===== src/rtl/vape_pkg.sv =====
// Shared types and widths for the VAPE execution aggregator.
package vape_pkg;

    typedef enum logic [1:0] {
        KILL = 2'd0,
        RUN  = 2'd1,
        DONE = 2'd2
    } state_t;

    localparam int VIOL_CNT_W  = 8;
    localparam int PULSE_CNT_W = 8;

endpackage


===== src/rtl/vape_rst_pulse.sv =====
// Retriggerable reset-request pulse: high for RST_CYCLES cycles after the last trigger.
module vape_rst_pulse
    import vape_pkg::*;
#(
    parameter int RST_CYCLES = 4
) (
    input  logic clk,
    input  logic rst_n,
    input  logic trigger,
    output logic pulse
);

    localparam logic [PULSE_CNT_W-1:0] LOAD = PULSE_CNT_W'(RST_CYCLES);

    logic [PULSE_CNT_W-1:0] cnt;

    always_ff @(posedge clk or negedge rst_n) begin
        if (!rst_n) begin
            cnt <= '0;
        end else if (trigger) begin
            cnt <= LOAD;
        end else if (cnt != '0) begin
            cnt <= cnt - 1'b1;
        end
    end

    assign pulse = (cnt != '0);

endmodule


===== src/rtl/vape_exec_aggregator.sv =====
// Combines sub-monitor exec bits into the attestation EXEC flag via a KILL/RUN/DONE FSM.
// Optional reset-request pulse on violation is enabled by VAPE_RESET_ON_VIOLATION_EN.
module vape_exec_aggregator
    import vape_pkg::*;
#(
    parameter int N_MON      = 4,
    parameter int RST_CYCLES = 4
) (
    input  logic                  clk,
    input  logic                  rst_n,
    input  logic [15:0]           pc,
    input  logic [15:0]           ER_min,
    input  logic [15:0]           ER_max,
    input  logic [N_MON-1:0]      mon_exec,
    output logic                  exec,
    output logic [1:0]            state_o,
    output logic [VIOL_CNT_W-1:0] viol_cnt,
    output logic [N_MON-1:0]      viol_src,
    output logic                  reset_req
);

    state_t state, next_state;
    logic   ok, er_ok, in_er;
    logic   viol, enter_run;

    assign ok    = &mon_exec;
    assign er_ok = (ER_min <= ER_max);
    assign in_er = (pc >= ER_min) && (pc <= ER_max);

    // NOTE: every always_comb output gets a default first so no path leaves it unassigned (no latch).
    always_comb begin
        next_state = state;
        viol       = 1'b0;
        enter_run  = 1'b0;
        case (state)
            KILL: begin
                if (er_ok && ok && (pc == ER_min)) begin
                    next_state = RUN;
                    enter_run  = 1'b1;
                end
            end
            RUN: begin
                if (!er_ok)               next_state = KILL;
                else if (!ok)             viol       = 1'b1;
                else if (pc == ER_max)    next_state = DONE;
                else if (!in_er)          viol       = 1'b1;
            end
            DONE: begin
                if (!er_ok)                         next_state = KILL;
                else if (!ok)                       viol       = 1'b1;
                else if (in_er && (pc != ER_min))   viol       = 1'b1;
                else if (pc == ER_min)              next_state = RUN;
            end
            default: next_state = KILL;
        endcase
        // A violation overrides whatever transition was selected above.
        if (viol) next_state = KILL;
    end

    // NOTE: sequential state uses non-blocking assignments so all registers update from pre-edge values.
    always_ff @(posedge clk or negedge rst_n) begin
        if (!rst_n) begin
            state    <= KILL;
            exec     <= 1'b0;
            viol_cnt <= '0;
            viol_src <= '0;
        end else begin
            state <= next_state;
            exec  <= (state != KILL);
            if (viol && (viol_cnt != '1)) viol_cnt <= viol_cnt + 1'b1;
            if (enter_run)                viol_src <= '0;
            else if (viol)                viol_src <= viol_src | ~mon_exec;
        end
    end

    assign state_o = state;

`ifdef VAPE_RESET_ON_VIOLATION_EN
    vape_rst_pulse #(
        .RST_CYCLES(RST_CYCLES)
    ) u_rst_pulse (
        .clk     (clk),
        .rst_n   (rst_n),
        .trigger (viol),
        .pulse   (reset_req)
    );
`else
    assign reset_req = 1'b0;
`endif

endmodule


===== config.mk =====
export PLATFORM = sky130hd
export DESIGN_NAME = vape_exec_aggregator
export DESIGN_NICKNAME = d
export VERILOG_FILES = /design/src/rtl/vape_pkg.sv /design/src/rtl/vape_rst_pulse.sv /design/src/rtl/vape_exec_aggregator.sv
export SDC_FILE = /design/constraint.sdc
export NUM_CORES = 1
export LEC_CHECK = 0
export BUFFER_PORTS_ARGS = -buffer_cell sky130_fd_sc_hd__buf_2
export CAP_MARGIN = 20
export CELL_PAD_IN_SITES_DETAIL_PLACEMENT = 0
export CELL_PAD_IN_SITES_GLOBAL_PLACEMENT = 1
export CORE_MARGIN = 2
export CORE_UTILIZATION = 40
export CTS_BUF_LIST = sky130_fd_sc_hd__clkbuf_16
export CTS_CLUSTER_DIAMETER = 200
export DETAILED_ROUTE_END_ITERATION = 10
export PLACE_DENSITY = 0.91
export SYNTH_ARGS = -nofsm -noshare
export SYNTH_HDL_FRONTEND = slang
export SYNTH_SLANG_ARGS = --single-unit

===== constraint.sdc =====
create_clock -name clk -period 3.45 [get_ports clk]
set_input_delay 0.69 -clock clk [delete_from_list [all_inputs] [get_ports clk]]
set_output_delay 0.69 -clock clk [all_outputs]
set_load 0.02 [all_outputs]

==> flow_summary.json <==
{
  "run_status": "finished, final reports clean",
  "clkTransAtPathRegs_ns": 0.05,
  "hold_viol": 0,
  "htreeDepth": 1,
  "clock_skew_ns": 0.00168,
  "cp.arrival_ns": 2.99,
  "end_kind": "register",
  "critPathRequiredTime_ns": 3.57,
  "grt_start_max_net_pins": 16,
  "drc": 0,
  "synth-seq-cells": 15,
  "cap_violations": 0,
  "cts_repair_resize_count": 0,
  "powerDensity_nw_per_um2": 229,
  "setup_violations": 0,
  "post_dp_cell_area_um2": 2440,
  "yosys_warnings": 0,
  "crit_path_start": "pc[14]",
  "initialDrtViolationCount": 46,
  "drt_wl_total_um": 4780,
  "fin_tns_setup_ns": 0,
  "die_area_um2": 5660,
  "synth_edf_count": 0,
  "worstMarginPinSlew_ns": 0.518,
  "fp.coreArea_um2": 4820,
  "cts_hold_buf": 0,
  "cts_buffers": 3,
  "cp-endpoint": "viol_cnt[1]",
  "min_period_over_period_pct": 83.4,
  "die_h_um": 75.3,
  "start_util_pct": 42.2,
  "area.growth.synth_to_final_pct": 24.0,
  "nets": 418,
  "synthFlopType": "dfrtp_1",
  "max_slew_margin_pct": 65.2,
  "reg2reg_from": "state_o[0]",
  "syn_inst": 240,
  "r2r_end": "viol_cnt[1]",
  "ir_drop_mv": 0.399,
  "grt-ovfl-total": 0,
  "syn-num-nets": 347,
  "grt_pass1_vias": 1867,
  "cts_root_buf": "clkbuf_16",
  "grtUsageTotal_pct": 17.2,
  "ant_nets": 0,
  "clock_latency_ns": 0.24,
  "grt_pass1_wl_um": 7670,
  "first_pass_iters": 4,
  "cts_tree": "built",
  "yosysUniqueCellTypes": 42,
  "syn_avg_cell_area_um2": 8.46,
  "hold-worst-slack_ns": 0.348,
  "r2r_slack_ns": 1.47,
  "worstRegToRegCells": 6,
  "rsz0062_at_grt": "no",
  "ys_async_sr_fraction_pct": 100,
  "antenna_found_initial": 0,
  "die_width_um": 75.3,
  "critPathLaunchType": "primary input",
  "via_count": 1952,
  "port_buffers": 68,
  "holdCritPathClass": "primary input to async pin",
  "stdcell_area_um2": 2520,
  "worst-path-max-fanout": 8,
  "vias_per_cell": 5.18,
  "yosysSeqAreaShare_pct": 18.5,
  "fmax_mhz": 348,
  "p_leak_nw": 1.46,
  "gp_congestion": 0.858,
  "antenna-diode-count": 0,
  "drive_above_1_share_pct": 26.8,
  "post-cts-setup-buffers": 0,
  "num_io_pins": 70,
  "timing.final.crit_period_ns": 2.88,
  "cts.sinks": 15,
  "syn-cell-area_um2": 2030,
  "path_class": "primary input to register",
  "clock_path_buffers": 2,
  "num_rows": 25,
  "hpwl_um": 4240,
  "wire_per_inst_um": 12.7,
  "drv_slew": 0
}
## power breakdown
part / total (mW) / switching (mW) / leakage (nW) / internal, mW
clock: 0.219 / 0.0655 / 0.0423 / 0.153
sequential: 0.177 / 0.0000632 / 0.210 / 0.176
combinational: 0.182 / 0.100 / 1.21 / 0.0817
total: 0.577 / 0.166 / 1.46 / 0.411
## worst min path at each step
stage | endpoint | cells past startpoint | slack [ns]
final | viol_src[0] | 1 | 0.35
after global routing | viol_src[0] | 1 | 0.37
after CTS | viol_cnt[0] | 1 | 0.36
after detailed placement | viol_cnt[4] | 1 | 0.47
after global placement | viol_cnt[4] | 1 | 0.48
after floorplan | exec | 0 | 0.39
## flip-flops by register name, summed over array words and instances, names as in the netlist
| signal | count |
|---|---|
| exec | 1 |
| state_o | 2 |
| viol_src | 4 |
| viol_cnt | 8 |
## cell usage in the layout (no fill, tap or decap), drive strengths merged, types with 3 or more instances in the layout
cell    Yosys  final
a21o        3      3
a21oi      19     19
a31oi       4      4
and3        5      5
buf         2     68
clkbuf      0      3
dfrtp      15     15
ha         53     53
inv        41     42
mux2        3      3
nand2      13     13
nand2b      4      4
nand3      11     11
nand4      12     12
nor2       10     10
nor3        3      3
nor4        6      6
o211ai      3      3
o21ai       9      9
xor2        5      5
## critical path, cell delays in order
cell	delay, ns
buf_2	0.11
ha_1	0.32
a21oi_1	0.18
nand2_1	0.07
a221oi_1	0.33
o211ai_1	0.19
o2111a_1	0.17
nor3_2	0.46
nor3_2	0.13
mux2_1	0.34
## cell families (layout without fill, tap and decap cells)
| group | Yosys count | in the layout | synth area share [%] |
|---|---|---|---|
| flops | 15 | 15 | 18.5 |
| buf+inv | 43 | 113 | 8.32 |
| xor+xnor | 6 | 6 | 2.59 |
| simple gates | 74 | 74 | 21.4 |
| fa+ha+maj | 53 | 53 | 32.7 |
| other cells | 1 | 1 | 0.185 |
| mux | 3 | 3 | 1.66 |
| compound gates | 45 | 45 | 14.7 |
## layer usage
metal | GRT usage, % | share of wire (%) | up-vias
li1 | - | - | 1005
met1 | 21.4 | 45 | 900
met2 | 32.5 | 50 | 43
met3 | 2.68 | 4.5 | 4
met4 | 1.75 | 0.57 | 0
met5 | 0 | 0 | -
## metrics by stage
stage          util [%]  setup WS, ns  cells  power [mW]
2_1_floorplan         -         0.601    240       0.292
3_3_place_gp       50.6         0.354    373       0.359
3_5_place_dp       50.6         0.342    373       0.363
4_1_cts            52.3         0.572    377       0.584
5_1_grt            52.3         0.450    377       0.620
6_report           52.3         0.573    377       0.577
## area by class of cell
cell class | count | area (um2)
Fill cell | 499 | 2300
Multi-Input combinational cell | 182 | 1490
Sequential cell | 15 | 375
Timing Repair Buffer | 68 | 340
Inverter | 41 | 154
Tap cell | 67 | 83.8
Clock buffer | 3 | 75.1
Clock inverter | 1 | 3.75
## Yosys cell counts, types with 4 or more instances
library cell	number	area, um2
xor2_1	5	43.8
nand2b_1	4	25.0
a31oi_1	4	25.0
nand3_1	11	55.1
nand4_1	10	62.6
nor4_1	6	37.5
a21oi_1	19	95.1
inv_1	41	154
ha_1	53	663
and3_1	5	31.3
o21ai_0	8	40.0
nor2_1	10	37.5
nand2_1	12	45.0
dfrtp_1	15	375
No activity file was read; power rests on OpenSTA's default activity.
